<file path="config.mk">
export PLATFORM = sky130hd
export DESIGN_NAME = e300_reset_sequencer
export DESIGN_NICKNAME = d
export VERILOG_FILES = /design/src/rtl/e300_rst_pkg.sv /design/src/rtl/e300_input_cond.sv /design/src/rtl/e300_reset_sequencer.sv
export SDC_FILE = /design/constraint.sdc
export NUM_CORES = 1
export LEC_CHECK = 0
export ABC_AREA = 1
export ABC_CLOCK_PERIOD_IN_PS = 3810
export CAP_MARGIN = 40
export CORE_MARGIN = 5
export CORE_UTILIZATION = 30
export CTS_CLUSTER_SIZE = 28
export DETAILED_ROUTE_END_ITERATION = 7
export SLEW_MARGIN = 20
export SYNTH_ARGS = -nofsm -noshare
export SYNTH_HDL_FRONTEND = slang
export SYNTH_SLANG_ARGS = --single-unit
</file>
<file path="constraint.sdc">
create_clock -name clock -period 3.81 [get_ports clock]
set_input_delay 0.5715 -clock clock [delete_from_list [all_inputs] [get_ports clock]]
set_output_delay 0.5715 -clock clock [all_outputs]
set_load 0.02 [all_outputs]
</file>
<file path="src/rtl/e300_rst_pkg.sv">
// Shared types for the E300 reset sequencer: state encodings, reset-cause codes
// and the counter-width helper used by the sequencer and its input conditioners.
package e300_rst_pkg;

    typedef enum logic [2:0] {
        ST_POR_HOLD     = 3'd0,
        ST_WAIT_LOCK    = 3'd1,
        ST_LOCK_STABLE  = 3'd2,
        ST_RELEASE_AON  = 3'd3,
        ST_RUN          = 3'd4,
        ST_NDRESET_HOLD = 3'd5
    } state_e;

    typedef enum logic [1:0] {
        CAUSE_POR       = 2'd0,
        CAUSE_LOCK_LOSS = 2'd1,
        CAUSE_KEY       = 2'd2,
        CAUSE_NDRESET   = 2'd3
    } cause_e;

    // Width able to hold (max(a, b) - 1), never narrower than one bit.
    function automatic int cnt_width(input int a, input int b);
        int m;
        m = (a > b) ? a : b;
        return (m > 1) ? $clog2(m) : 1;
    endfunction

endpackage

</file>
<file path="src/rtl/e300_input_cond.sv">
// Brings one asynchronous level into the clock domain through a SYNC_STAGES
// flop chain, optionally inverts it, and optionally debounces the result.
module e300_input_cond
    import e300_rst_pkg::*;
#(
    parameter int SYNC_STAGES  = 2,
    parameter bit DEBOUNCE_EN  = 1'b0,
    parameter int DEBOUNCE_CYC = 65536,
    parameter bit INVERT       = 1'b0
) (
    input  logic clock,
    input  logic reset,
    input  logic din_a,
    output logic dout
);

    logic [SYNC_STAGES-1:0] sync_q;
    logic [SYNC_STAGES-1:0] sync_d;
    logic                   cond_s;

    always_comb begin
        sync_d = SYNC_STAGES'({sync_q, din_a});
    end

    // NOTE: synchronizer flops are reset to a known value so the sequencer
    // never sees X after power-on; this is cheap because the chain is tiny.
    always_ff @(posedge clock) begin
        if (reset) begin
            sync_q <= '0;
        end else begin
            sync_q <= sync_d;
        end
    end

    assign cond_s = sync_q[SYNC_STAGES-1] ^ INVERT;

    if (DEBOUNCE_EN) begin : g_debounce
        localparam int              DB_W    = cnt_width(DEBOUNCE_CYC, 1);
        localparam logic [DB_W-1:0] DB_LAST = DB_W'(DEBOUNCE_CYC - 1);
        localparam logic [DB_W-1:0] DB_ONE  = DB_W'(1);

        logic            stable_q, stable_d;
        logic [DB_W-1:0] db_cnt_q, db_cnt_d;

        // Any cycle agreeing with the current level restarts the window.
        always_comb begin
            stable_d = stable_q;
            db_cnt_d = '0;
            if (cond_s != stable_q) begin
                if (db_cnt_q == DB_LAST) begin
                    stable_d = cond_s;
                end else begin
                    db_cnt_d = db_cnt_q + DB_ONE;
                end
            end
        end

        always_ff @(posedge clock) begin
            if (reset) begin
                stable_q <= 1'b0;
                db_cnt_q <= '0;
            end else begin
                stable_q <= stable_d;
                db_cnt_q <= db_cnt_d;
            end
        end

        assign dout = stable_q;
    end else begin : g_direct
        assign dout = cond_s;
    end

endmodule

</file>
<file path="src/rtl/e300_reset_sequencer.sv">
// Freedom E300 reset sequencer: orders JTAG, always-on and peripheral resets from
// PLL lock, KEY[0] and ndreset. Define E300_KEY_DEBOUNCE_EN to debounce KEY[0].
module e300_reset_sequencer
    import e300_rst_pkg::*;
#(
    parameter int SYNC_STAGES     = 2,
    parameter int HOLD_CYC        = 64,
    parameter int LOCK_STABLE_CYC = 1024,
    parameter int DEBOUNCE_CYC    = 65536
) (
    input  logic       clock,
    input  logic       reset,
    input  logic       pll_locked_a,
    input  logic       key_n_a,
    input  logic       ndreset_req,
    output logic       jtag_reset,
    output logic       aon_erst_n,
    output logic       periph_reset,
    output logic [2:0] state_o,
    output logic [1:0] reset_cause
);

    localparam int               CNT_W       = cnt_width(HOLD_CYC, LOCK_STABLE_CYC);
    localparam logic [CNT_W-1:0] HOLD_LAST   = CNT_W'(HOLD_CYC - 1);
    localparam logic [CNT_W-1:0] STABLE_LAST = CNT_W'(LOCK_STABLE_CYC - 1);
    localparam logic [CNT_W-1:0] CNT_ONE     = CNT_W'(1);

`ifdef E300_KEY_DEBOUNCE_EN
    localparam bit KEY_DEBOUNCE = 1'b1;
`else
    localparam bit KEY_DEBOUNCE = 1'b0;
`endif

    logic locked_s;
    logic key_pressed;

    e300_input_cond #(
        .SYNC_STAGES (SYNC_STAGES),
        .DEBOUNCE_EN (1'b0),
        .DEBOUNCE_CYC(DEBOUNCE_CYC),
        .INVERT      (1'b0)
    ) u_lock_cond (
        .clock(clock),
        .reset(reset),
        .din_a(pll_locked_a),
        .dout (locked_s)
    );

    e300_input_cond #(
        .SYNC_STAGES (SYNC_STAGES),
        .DEBOUNCE_EN (KEY_DEBOUNCE),
        .DEBOUNCE_CYC(DEBOUNCE_CYC),
        .INVERT      (1'b1)
    ) u_key_cond (
        .clock(clock),
        .reset(reset),
        .din_a(key_n_a),
        .dout (key_pressed)
    );

    state_e           state_q, state_d;
    logic [CNT_W-1:0] cnt_q, cnt_d;
    cause_e           cause_q, cause_d;
    logic             jtag_q, jtag_d;
    logic             aon_n_q, aon_n_d;
    logic             periph_q, periph_d;

    // NOTE: every signal written here gets a default first, so no path through
    // the case statement can leave one unassigned and infer a latch.
    always_comb begin
        state_d = state_q;
        cnt_d   = cnt_q;
        cause_d = cause_q;

        case (state_q)
            ST_POR_HOLD: begin
                if (cnt_q == HOLD_LAST) begin
                    state_d = ST_WAIT_LOCK;
                    cnt_d   = '0;
                end else begin
                    cnt_d = cnt_q + CNT_ONE;
                end
            end
            ST_WAIT_LOCK: begin
                if (locked_s && !key_pressed) begin
                    state_d = ST_LOCK_STABLE;
                    cnt_d   = '0;
                end
            end
            ST_LOCK_STABLE: begin
                if (!locked_s || key_pressed) begin
                    state_d = ST_WAIT_LOCK;
                    cnt_d   = '0;
                end else if (cnt_q == STABLE_LAST) begin
                    state_d = ST_RELEASE_AON;
                    cnt_d   = '0;
                end else begin
                    cnt_d = cnt_q + CNT_ONE;
                end
            end
            ST_RELEASE_AON: begin
                if (!locked_s || key_pressed) begin
                    state_d = ST_WAIT_LOCK;
                    cnt_d   = '0;
                end else if (cnt_q == HOLD_LAST) begin
                    state_d = ST_RUN;
                    cnt_d   = '0;
                end else begin
                    cnt_d = cnt_q + CNT_ONE;
                end
            end
            ST_RUN: begin
                cnt_d = '0;
                if (!locked_s) begin
                    state_d = ST_WAIT_LOCK;
                    cause_d = CAUSE_LOCK_LOSS;
                end else if (key_pressed) begin
                    state_d = ST_WAIT_LOCK;
                    cause_d = CAUSE_KEY;
                end else if (ndreset_req) begin
                    state_d = ST_NDRESET_HOLD;
                    cause_d = CAUSE_NDRESET;
                end
            end
            ST_NDRESET_HOLD: begin
                // Counter parks at its last value while the debugger keeps asking.
                if (cnt_q == HOLD_LAST) begin
                    if (!ndreset_req) begin
                        state_d = ST_WAIT_LOCK;
                        cnt_d   = '0;
                    end
                end else begin
                    cnt_d = cnt_q + CNT_ONE;
                end
            end
            default: begin
                state_d = ST_POR_HOLD;
                cnt_d   = '0;
            end
        endcase

        // POR_HOLD is reachable only through reset, so jtag_reset can only fall.
        jtag_d   = jtag_q && (state_d == ST_POR_HOLD);
        aon_n_d  = (state_d == ST_RELEASE_AON) || (state_d == ST_RUN);
        periph_d = (state_d != ST_RUN);
    end

    // NOTE: non-blocking assignments keep all flops updating from the values
    // present before the edge, independent of statement order.
    always_ff @(posedge clock) begin
        if (reset) begin
            state_q  <= ST_POR_HOLD;
            cnt_q    <= '0;
            cause_q  <= CAUSE_POR;
            jtag_q   <= 1'b1;
            aon_n_q  <= 1'b0;
            periph_q <= 1'b1;
        end else begin
            state_q  <= state_d;
            cnt_q    <= cnt_d;
            cause_q  <= cause_d;
            jtag_q   <= jtag_d;
            aon_n_q  <= aon_n_d;
            periph_q <= periph_d;
        end
    end

    assign jtag_reset   = jtag_q;
    assign aon_erst_n   = aon_n_q;
    assign periph_reset = periph_q;
    assign state_o      = state_q;
    assign reset_cause  = cause_q;

endmodule

</file>
# Word-level counts from Yosys, hierarchy flattened
# Index checks and enable logic that the tools add are counted.
word_totals:
  reg_bits: 22
  latchBits: 0
  mem_bits_rw: 0
  romBits: 0
  memories: 0
op_classes:
  n_addsub: 1
  multipliers: 0
  div_mod_pow: 0
  magnitude_cmp: 0
  n_eq_ne: 13
  shift: 0
  muxes: 23
  bitwise: 1
  reduce_logical: 9
op_table:
  columns: ["op", "count"]
  rows:
  - ["2-to-1 mux 10 bit", 7]
  - ["one-hot mux 10 bit (5 select lines)", 1]
  - ["2-to-1 mux 3 bit", 11]
  - ["one-hot mux 3 bit (6 select lines)", 1]
  - ["adder 10 x 1 -> 10 bit (second input constant)", 1]
  - ["equality test 10 bit (second input constant)", 1]
  - ["equality test 10 x 6 -> 1 bit (second input constant)", 1]
  - ["equality test 3 x 2 -> 1 bit (second input constant)", 3]
  - ["equality test 3 bit (second input constant)", 3]
  - ["inequality test 3 bit (second input constant)", 3]
  - ["zero test 3 bit", 2]
  - ["2-to-1 mux 2 bit", 3]
  - ["AND reduction 2 bit", 2]
  - ["equality test 3 x 1 -> 1 bit (second input constant)", 1]
  - ["logical AND 1 bit", 2]
  - ["logical OR 1 bit", 2]
  - ["inequality test 2 bit (second input constant)", 1]
  - ["zero test 1 bit", 1]
  - ["NOT 1 bit", 1]

# Longest topological paths before layout
# Gate-level depths: netlist of the first run.
logic_depth:
  word_depth: 6
  depth_mapped: 11
  mapped_depth_nobuf: 11

# Hierarchy
# Synthesis of the first run repeated with hierarchy kept, for this count alone.
hier_totals:
  hier_cells: 179
  hier_area_um2: 1226.2
by_module_without_submodules:
  columns: ["mod", "n_inst", "cells_per_inst", "area_per_inst_um2"]
  rows:
  - ["e300_reset_sequencer", 1, 166, 1112.3]
  - ["e300_input_cond (u_key_cond)", 1, 7, 58.8]
  - ["e300_input_cond (u_lock_cond)", 1, 6, 55.1]

# Worst setup path after synthesis of the first run
# OpenSTA, ideal clock, no wires.
synth_path:
  path_kind: "flip-flop to flip-flop"
  startpoint: "reg state_q[2] (netlist: state_o[2])"
  endpoint: "reg cnt_q[9]"
  setup_ns: 0.109
  arrival_time_ns: 1.357
  t_required_ns: 3.701
  slack_ns: 2.344
  path_stages_with_launch: 12
  path_buffers: 2
  synth_period_minus_slack_ns: 1.466
  path_cell_list: "dfxtp_1 > buf_4 > nand3_2 > nor2_2 > nand3_4 > nand2_4 > buf_6 > inv_2 > nand3b_1 > nand2_1 > inv_2 > nor2_2"
synth_between:
  elab_chain_len: 3
  elab_cells_between_ends: 9
synth_lines:
  columns: ["element", "line", "rtl"]
  rows:
  - ["start: declaration", "e300_reset_sequencer.sv:61", "state_e state_q, state_d;"]
  - ["start signal: assignment", "e300_reset_sequencer.sv:159", "state_q <= state_d;"]
  - ["equality test 3 bit or equality test 3 x 1 -> 1 bit (tied branches)", "e300_reset_sequencer.sv:75", "case (state_q)"]
  - ["inequality test 3 bit (no source line) or inequality test 2 bit (tied branches)", null, null]
  - ["AND reduction 2 bit (no source line)", null, null]
  - ["end signal: assignment", "e300_reset_sequencer.sv:160", "cnt_q <= cnt_d;"]
  - ["end: declaration", "e300_reset_sequencer.sv:62", "logic [CNT_W-1:0] cnt_q, cnt_d;"]
# Parallel ways exist; a longest one is shown, timed or not.
# A chain may end at the register's enable or synchronous reset.

# Worst setup path in the final report of the first run
layout_path:
  startpoint: "reg state_q[2] (netlist: state_o[2])"
  endpoint: "out state_o[2]"
layout_rtl:
  columns: ["element", "line", "rtl"]
  rows:
  - ["end: declaration", "e300_reset_sequencer.sv:19", "output logic [2:0] state_o,"]
# No word-level cell between the ends.

==> impl_summary.txt, run 1 <==
----------------------------------------------------
[Clock tree]
  Gates resized, CTS repair ... 0
  Setup bufs post-CTS ... 0
  Clk pin slew, worst setup/hold paths ... 70 ps
  Clock H-tree levels ... 1
  Maximum root-to-sink buffer count ... 2
  Hold buffers post-CTS ... 0
  Clock latency on the worst-skew pair ... roughly 260 ps
  Num CTS Buffers ... 3
  TritonCTS clock tree ... yes
  Total clock sinks ... 22
  Cell at the root of the clock tree ... sky130_fd_sc_hd__clkbuf_8

[Global routing]
  GRT Total Usage ... about a tenth
  Vias in the first global route ... about 1100
  First-pass GRT wire length ... between 4000 and 5000 um
  Number of antenna violations at the first check in global routing ... 0
  Global route overflow ... 0
  Pin count of the biggest net entering global routing ... 14

[STA]
  Setup TNS Final ... 0 ps
  Final worst-path cycle share ... roughly 53%
  Worst Max-Slew Pin Slew ... 590 ps
  Normalized max-slew margin ... 60.6%
  Achievable clock frequency ... between 400 and 500 MHz
  Clock period minus worst slack ... between 2000 and 2500 ps
  Clock skew after layout ... 6.55 ps
  Unrepaired setup endpoints after global routing ... no
  Final setup vio count ... 0
  Count of final max-slew check failures ... 0
  Final hold violations ... 0

[Placement]
  Count of input and output buffers ... 12
  Post-detail-place hpwl ... roughly 1900 um
  Dpl cells ... 237
  Routability-driven placement congestion ratio ... around 0.8

[Routing]
  Number of vias per cell ... ~4.4
  Routed length per instance ... approximately 10 um
  Residual DRC ... 0
  DRT Pass-1 Iters ... 4
  First-iteration detailed-routing DRC count ... roughly 80
  Drt total wl ... ~2400 um
  Count of vias placed by the detailed router ... between 1000 and 1500
  Number of routed nets with antenna violations ... 0

[Power]
  Total power density per cell area ... between 200 and 300 mW/mm^2
  Leakage power ... slightly above 0.6 nW
  Worst VDD drop ... 0.109 mV

[Logic synthesis]
  Post-synthesis instance area ... 0.00121 sq mm
  Ys Warns ... 0
  Count of cell types in the netlist ... 27
  Cell taking the most area after synthesis ... sky130_fd_sc_hd__dfxtp_1
  Share of the synthesized area in the top cell type ... between 30% and 40%
  Synthesized Nets ... between 150 and 200
  Post-synthesis instance total ... ~180
  Seq/Total Area, Yosys ... a little over a third
  Yosys reg bits ... 22
  Mean cell area of the mapped netlist ... 6.82 sq um
  Leading cell types by total area after synthesis ... sky130_fd_sc_hd__dfxtp_1 36%, sky130_fd_sc_hd__nand2_1 13%, sky130_fd_sc_hd__inv_1 8.4%

[Layout]
  Final net count ... a little under 200
  Synth-to-Final Area Change ... 17.6%
  Final non-filler cell total ... ~240
  Layout cell share with drive strength beyond 1 ... approximately 16%
  Total inserted antenna cells ... 0

[Floorplan]
  Initial cell density of the core ... a little under a third
  Total I/O pin count ... 13
  Die Height ... 73.6 um
  Placement Rows ... 23
  Area of the placeable core ... a little under 0.004 sq mm
  Area enclosed by the die boundary ... around 0.0054 sq mm
  Die width ... roughly 74 um

[Critical path]
  Start of the worst register-to-register path ... cnt_q[0]$_SDFFE_PP0P_
  First element of the critical path ... state_o[2]$_SDFF_PP0_
  Largest stage delay, worst path ... approximately 670 ps
  Sequence of cells on the critical path ... clkdlybuf4s50_1
  Largest driver fanout on the critical path ... 9
  Type of the setup path with the least slack ... flip-flop to primary output
  Instance count on the critical path ... 1
  Critical Path Slowest Stage Cell ... sky130_fd_sc_hd__clkdlybuf4s50_1
  Arrival time at the worst endpoint ... around 1500 ps
  Reg2reg path depth ... 8
  Required time worst endpoint ... around 3200 ps
  Startpoint Class ... flip-flop
  Worst path top cell family by delay ... buffers and inverters
  Capturing element type of the critical path ... primary output
  CP Buf/Inv Count ... 1

[Hold path]
  Hold Path Class ... flip-flop to flip-flop
  Startpoint of the lowest-slack hold path ... u_key_cond.sync_q[0]$_SDFF_PP0_
  Hold path cells ... 2

[Run]
  Max cap viols ... 0

[Outcome]
  Run status ... finished, final reports clean

----------------------------------------------------
-- state kept, by name, summed over array words and instances (netlist names) --
signal / cells
aon_erst_n: 1
cnt_q: 10
jtag_reset: 1
periph_reset: 1
reset_cause: 2
state_o: 3
u_key_cond.sync_q: 2
u_lock_cond.sync_q: 2
-- final timing paths --
path / slack [ps] / end
min reg2reg: 400 / u_key_cond.sync_q[1]$_SDFF_PP0_
max: 1790 / state_o[2]
min: 400 / u_key_cond.sync_q[1]$_SDFF_PP0_
max reg2reg: 2080 / cnt_q[6]$_SDFFE_PP0P_
-- per-stage QoR --
step                instance area (sq um)  hold WS, ps  utilization (%)  setup WS [ps]  total power [mW]
floorplan                            1210          388                -           2340             0.254
global placement                     1370          391             34.6           1850             0.261
detailed placement                   1370          396             34.6           1820             0.262
CTS                                  1430          406             35.9           1780             0.425
global route                         1430          422             35.9           1720             0.439
finish                               1430          404             35.9           1790             0.424
-- logic make-up after synthesis --
family / Yosys count / share of synthesized area [%]
compound gates: 18 / 9.59
fa+ha+maj: 1 / 1.03
buf+inv: 35 / 11.9
flops: 22 / 36.3
simple gates: 102 / 41.2
-- cells in the final DEF, fill, tap and decap left out, drive strengths merged --
| cell type | Yosys | layout |
|---|---|---|
| a211oi | 1 | 1 |
| a21oi | 8 | 8 |
| clkbuf | 0 | 4 |
| clkdlybuf4s50 | 0 | 12 |
| dfxtp | 22 | 22 |
| ha | 1 | 1 |
| inv | 32 | 32 |
| nand2 | 47 | 47 |
| nand3 | 17 | 17 |
| nand3b | 2 | 2 |
| nand4 | 2 | 2 |
| nor2 | 31 | 31 |
| nor3 | 3 | 3 |
| o21ai | 7 | 7 |
| o221a | 1 | 1 |
| o22ai | 1 | 1 |
-- cells in the mapped netlist, drive strengths merged --
cell,instances
nand2,47
inv,32
nor2,31
dfxtp,22
nand3,17
a21oi,8
o21ai,7
buf,3
nor3,3
nand3b,2
nand4,2
a211oi,1
ha,1
o221a,1
o22ai,1
-- power by group --
part           total [mW]  switching (mW)  internal (mW)  leakage [nW]
combinational      0.0177         0.00904        0.00865         0.396
clock               0.168          0.0759         0.0921        0.0288
sequential          0.238         0.00382          0.234         0.179
-- area by class of cell --
class	count	area [sq um]
Multi-Input combinational cell	121	629
Clock buffer	4	55.1
Fill cell	411	2540
Sequential cell	22	440
Inverter	32	120
Tap cell	50	62.6
Timing Repair Buffer	12	120
-- layer usage --
layer	part of all wire [%]	vias up	GRT usage, %
li1	-	582	-
met1	50	453	12.8
met2	44	27	16.5
met3	3.8	4	1.23
met4	1.9	0	4.83
met5	0	-	0
No activity file was read; power rests on OpenSTA's default activity.
==> inputs of run 2 (changes only) <==
- ABC_CLOCK_PERIOD_IN_PS: 3810 -> 1900
- clock period: 3.81 -> 1.9 ns (I/O delays scaled with it)
==> run 2 against run 1 <==
Against the previous run:
- flip-flop and latch count stayed put
- via count rose by 1.0%
- total power up 100%
- design area rose by 1.6%
- core utilization increased by 0.57 points
- highest routed layer unchanged
- sequential share of layout area is 0.48 points lower
- combinational power rose by 130%
==> impl_summary.txt, run 2 (synthesis gave the netlist of run 1 again) <==
----------------------------------------------------
[Routing]
  Drt total wl ... 2390 um (-1.1%)
  Residual DRC ... 0 (unchanged)
  Number of routed nets with antenna violations ... 0 (unchanged)
  Number of vias per cell ... 4.41 (-0.21%)
  Count of vias placed by the detailed router ... 1077 (+1.0%)
  DRT Pass-1 Iters ... 4 (unchanged)
  Routed length per instance ... 9.80 um (-2.3%)
  First-iteration detailed-routing DRC count ... 90 (+9.8%)

[Clock tree]
  Clock H-tree levels ... 1 (unchanged)
  TritonCTS clock tree ... yes
  Maximum root-to-sink buffer count ... 2 (unchanged)
  Setup bufs post-CTS ... 0 (unchanged)
  Gates resized, CTS repair ... 0 (unchanged)
  Num CTS Buffers ... 3 (unchanged)
  Total clock sinks ... 22 (unchanged)
  Hold buffers post-CTS ... 0 (unchanged)
  Cell at the root of the clock tree ... sky130_fd_sc_hd__clkbuf_8
  Clock latency on the worst-skew pair ... 260 ps (about the same)
  Clk pin slew, worst setup/hold paths ... 80 ps (about the same)

[STA]
  Achievable clock frequency ... ~580 MHz
  Final critical-path setup slack ... 162 ps (-1620 ps)
  Worst Max-Slew Pin Slew ... 328 ps (-262 ps)
  Clock skew after layout ... 2.49 ps (-4.06 ps)
  Final hold violations ... 0 (unchanged)
  Final worst-path cycle share ... about nine tenths
  Count of final max-slew check failures ... 0 (unchanged)
  Clock period minus worst slack ... ~1700 ps
  Worst slack on hold paths ... 406 ps (+1.10 ps)
  Normalized max-slew margin ... 78.1% (+18 points)
  Unrepaired setup endpoints after global routing ... no
  Final setup vio count ... 0 (unchanged)
  Setup TNS Final ... 0 ps (unchanged)

[Placement]
  Setup Slack @ Placement ... 265 ps (-1560 ps)
  Routability-driven placement congestion ratio ... 0.917 (+12%)
  Count of input and output buffers ... 12 (unchanged)
  Dpl cells ... 240 (+1.3%)
  Post-detail-place hpwl ... 1910 um (+2.8%)

[Critical path]
  Arrival time at the worst endpoint ... 1450 ps (about the same)
  Largest driver fanout on the critical path ... 9 (unchanged)
  Start of the worst register-to-register path ... cnt_q[1]$_SDFFE_PP0P_
  CP Buf/Inv Count ... 1 (unchanged)
  Largest stage delay, worst path ... 670 ps (about the same)
  Worst path top cell family by delay ... buffers and inverters
  Required time worst endpoint ... 1620 ps (-1620 ps)
  Capturing element type of the critical path ... primary output
  First element of the critical path ... state_o[2]$_SDFF_PP0_
  Instance count on the critical path ... 1 (unchanged)
  Reg2reg path depth ... 8 (unchanged)
  Critical path destination ... state_o[2]
  Startpoint Class ... flip-flop
  Sequence of cells on the critical path ... clkdlybuf4s50_1
  End of the worst register-to-register path ... cnt_q[2]$_SDFFE_PP0P_
  Reg-to-reg setup timing slack ... 270 ps (-1810 ps)
  Type of the setup path with the least slack ... flip-flop to primary output
  Critical Path Slowest Stage Cell ... sky130_fd_sc_hd__clkdlybuf4s50_1

[Floorplan]
  Area of the placeable core ... 0.00397 sq mm (unchanged)
  Initial cell density of the core ... 30.6% (unchanged)
  Area enclosed by the die boundary ... 0.00542 sq mm (unchanged)
  Die Height ... 73.6 um (unchanged)
  Placement Rows ... 23 (unchanged)
  Die width ... 73.6 um (unchanged)
  Total I/O pin count ... 13 (unchanged)

[Global routing]
  First-pass GRT wire length ... 4370 um (+1.9%)
  Vias in the first global route ... 983 (-6.7%)
  Number of antenna violations at the first check in global routing ... 0 (unchanged)
  GRT Total Usage ... 10.3% (+0.27 points)
  Global route overflow ... 0 (unchanged)
  Pin count of the biggest net entering global routing ... 13 (-1)

[Layout]
  Synth-to-Final Area Change ... 19.5%
  Most frequent cells in the layout ... 43 x sky130_fd_sc_hd__nand2_1, 27 x sky130_fd_sc_hd__inv_1, 22 x sky130_fd_sc_hd__nor2_1, 22 x sky130_fd_sc_hd__dfxtp_1, 13 x sky130_fd_sc_hd__nand3_1
  Most common cell after layout, fill and taps aside ... sky130_fd_sc_hd__nand2_1
  Layout cell share with drive strength beyond 1 ... 17.5% (+1.3 points)
  Total inserted antenna cells ... 0 (unchanged)
  Register ranked first by flip-flop count ... cnt_q
  Final net count ... 201 (+1.5%)
  Flip-flop count of the largest register, all copies and words added ... 10 (unchanged)
  Filler Cell Count ... 421 (+2.4%)
  Final non-filler cell total ... 244 (+1.2%)

[Power]
  Total power density per cell area ... 589 mW/mm^2 (+98%)
  Overall power after layout ... 0.854 mW (+100%)
  Worst VDD drop ... 0.177 mV (+62%)
  Leakage power ... 0.619 nW (+2.5%)

[Outcome]
  Run status ... finished, final reports clean

[Run]
  Max cap viols ... 0 (unchanged)

[Hold path]
  Hold Path Class ... flip-flop to flip-flop

----------------------------------------------------
run 2: worst min-delay path by stage:
stage | from | end | cells after the start
after global routing | u_key_cond.sync_q[0]$_SDFF_PP0_ | u_key_cond.sync_q[1]$_SDFF_PP0_ | 2
after floorplan | reset | state_o[2]$_SDFF_PP0_ | 1
after detailed placement | u_key_cond.sync_q[0]$_SDFF_PP0_ | u_key_cond.sync_q[1]$_SDFF_PP0_ | 2
final | u_key_cond.sync_q[0]$_SDFF_PP0_ | u_key_cond.sync_q[1]$_SDFF_PP0_ | 2
after global placement | u_lock_cond.sync_q[0]$_SDFF_PP0_ | u_lock_cond.sync_q[1]$_SDFF_PP0_ | 2
after CTS | u_key_cond.sync_q[0]$_SDFF_PP0_ | u_key_cond.sync_q[1]$_SDFF_PP0_ | 2
run 2: area by class of cell:
cell class | instances | area [sq um] | area share [%]
timing repair buffer | 15 | 143 | 9.84
sequential | 22 | 440 | 30.4
clock buffer | 4 | 55.1 | 3.80
inverter | 32 | 120 | 8.28
tap | 50 | 62.6 | 4.31
multi-input combinational | 121 | 629 | 43.4
run 2: metal layers:
metal / part of all wire (%) / global-route usage [%] / vias to the layer above
li1: - / - / 588
met1: 54 / 14.3 / 466
met2: 40 / 15.0 / 18
met3: 3.3 / 1.78 / 5
met4: 2.9 / 5.43 / 0
met5: 0 / 0 / -
run 2: power breakdown:
group	internal [mW]	switching [mW]	leakage, nW
registers	0.470	0.00620	0.179
clock network	0.185	0.152	0.0288
logic	0.0204	0.0203	0.412
run 2: stage by stage:
stage | utilization [%] | instance area [sq um]
finish | 36.5 | 1450
global route | 36.5 | 1450
CTS | 36.5 | 1450
detailed placement | 35.1 | 1400
global placement | 35.1 | 1400
floorplan | - | 1210
run 2: worst reg2reg max path, cell delays in order, from the launching register on:
cell and delay (ps):
sky130_fd_sc_hd__dfxtp_1 380, sky130_fd_sc_hd__ha_1 200, sky130_fd_sc_hd__nand2_2 90, sky130_fd_sc_hd__nor2_4 200, sky130_fd_sc_hd__nand2_2 110, sky130_fd_sc_hd__nand2_1 110
sky130_fd_sc_hd__nand2_2 100, sky130_fd_sc_hd__o21ai_2 240, sky130_fd_sc_hd__nor2_1 80
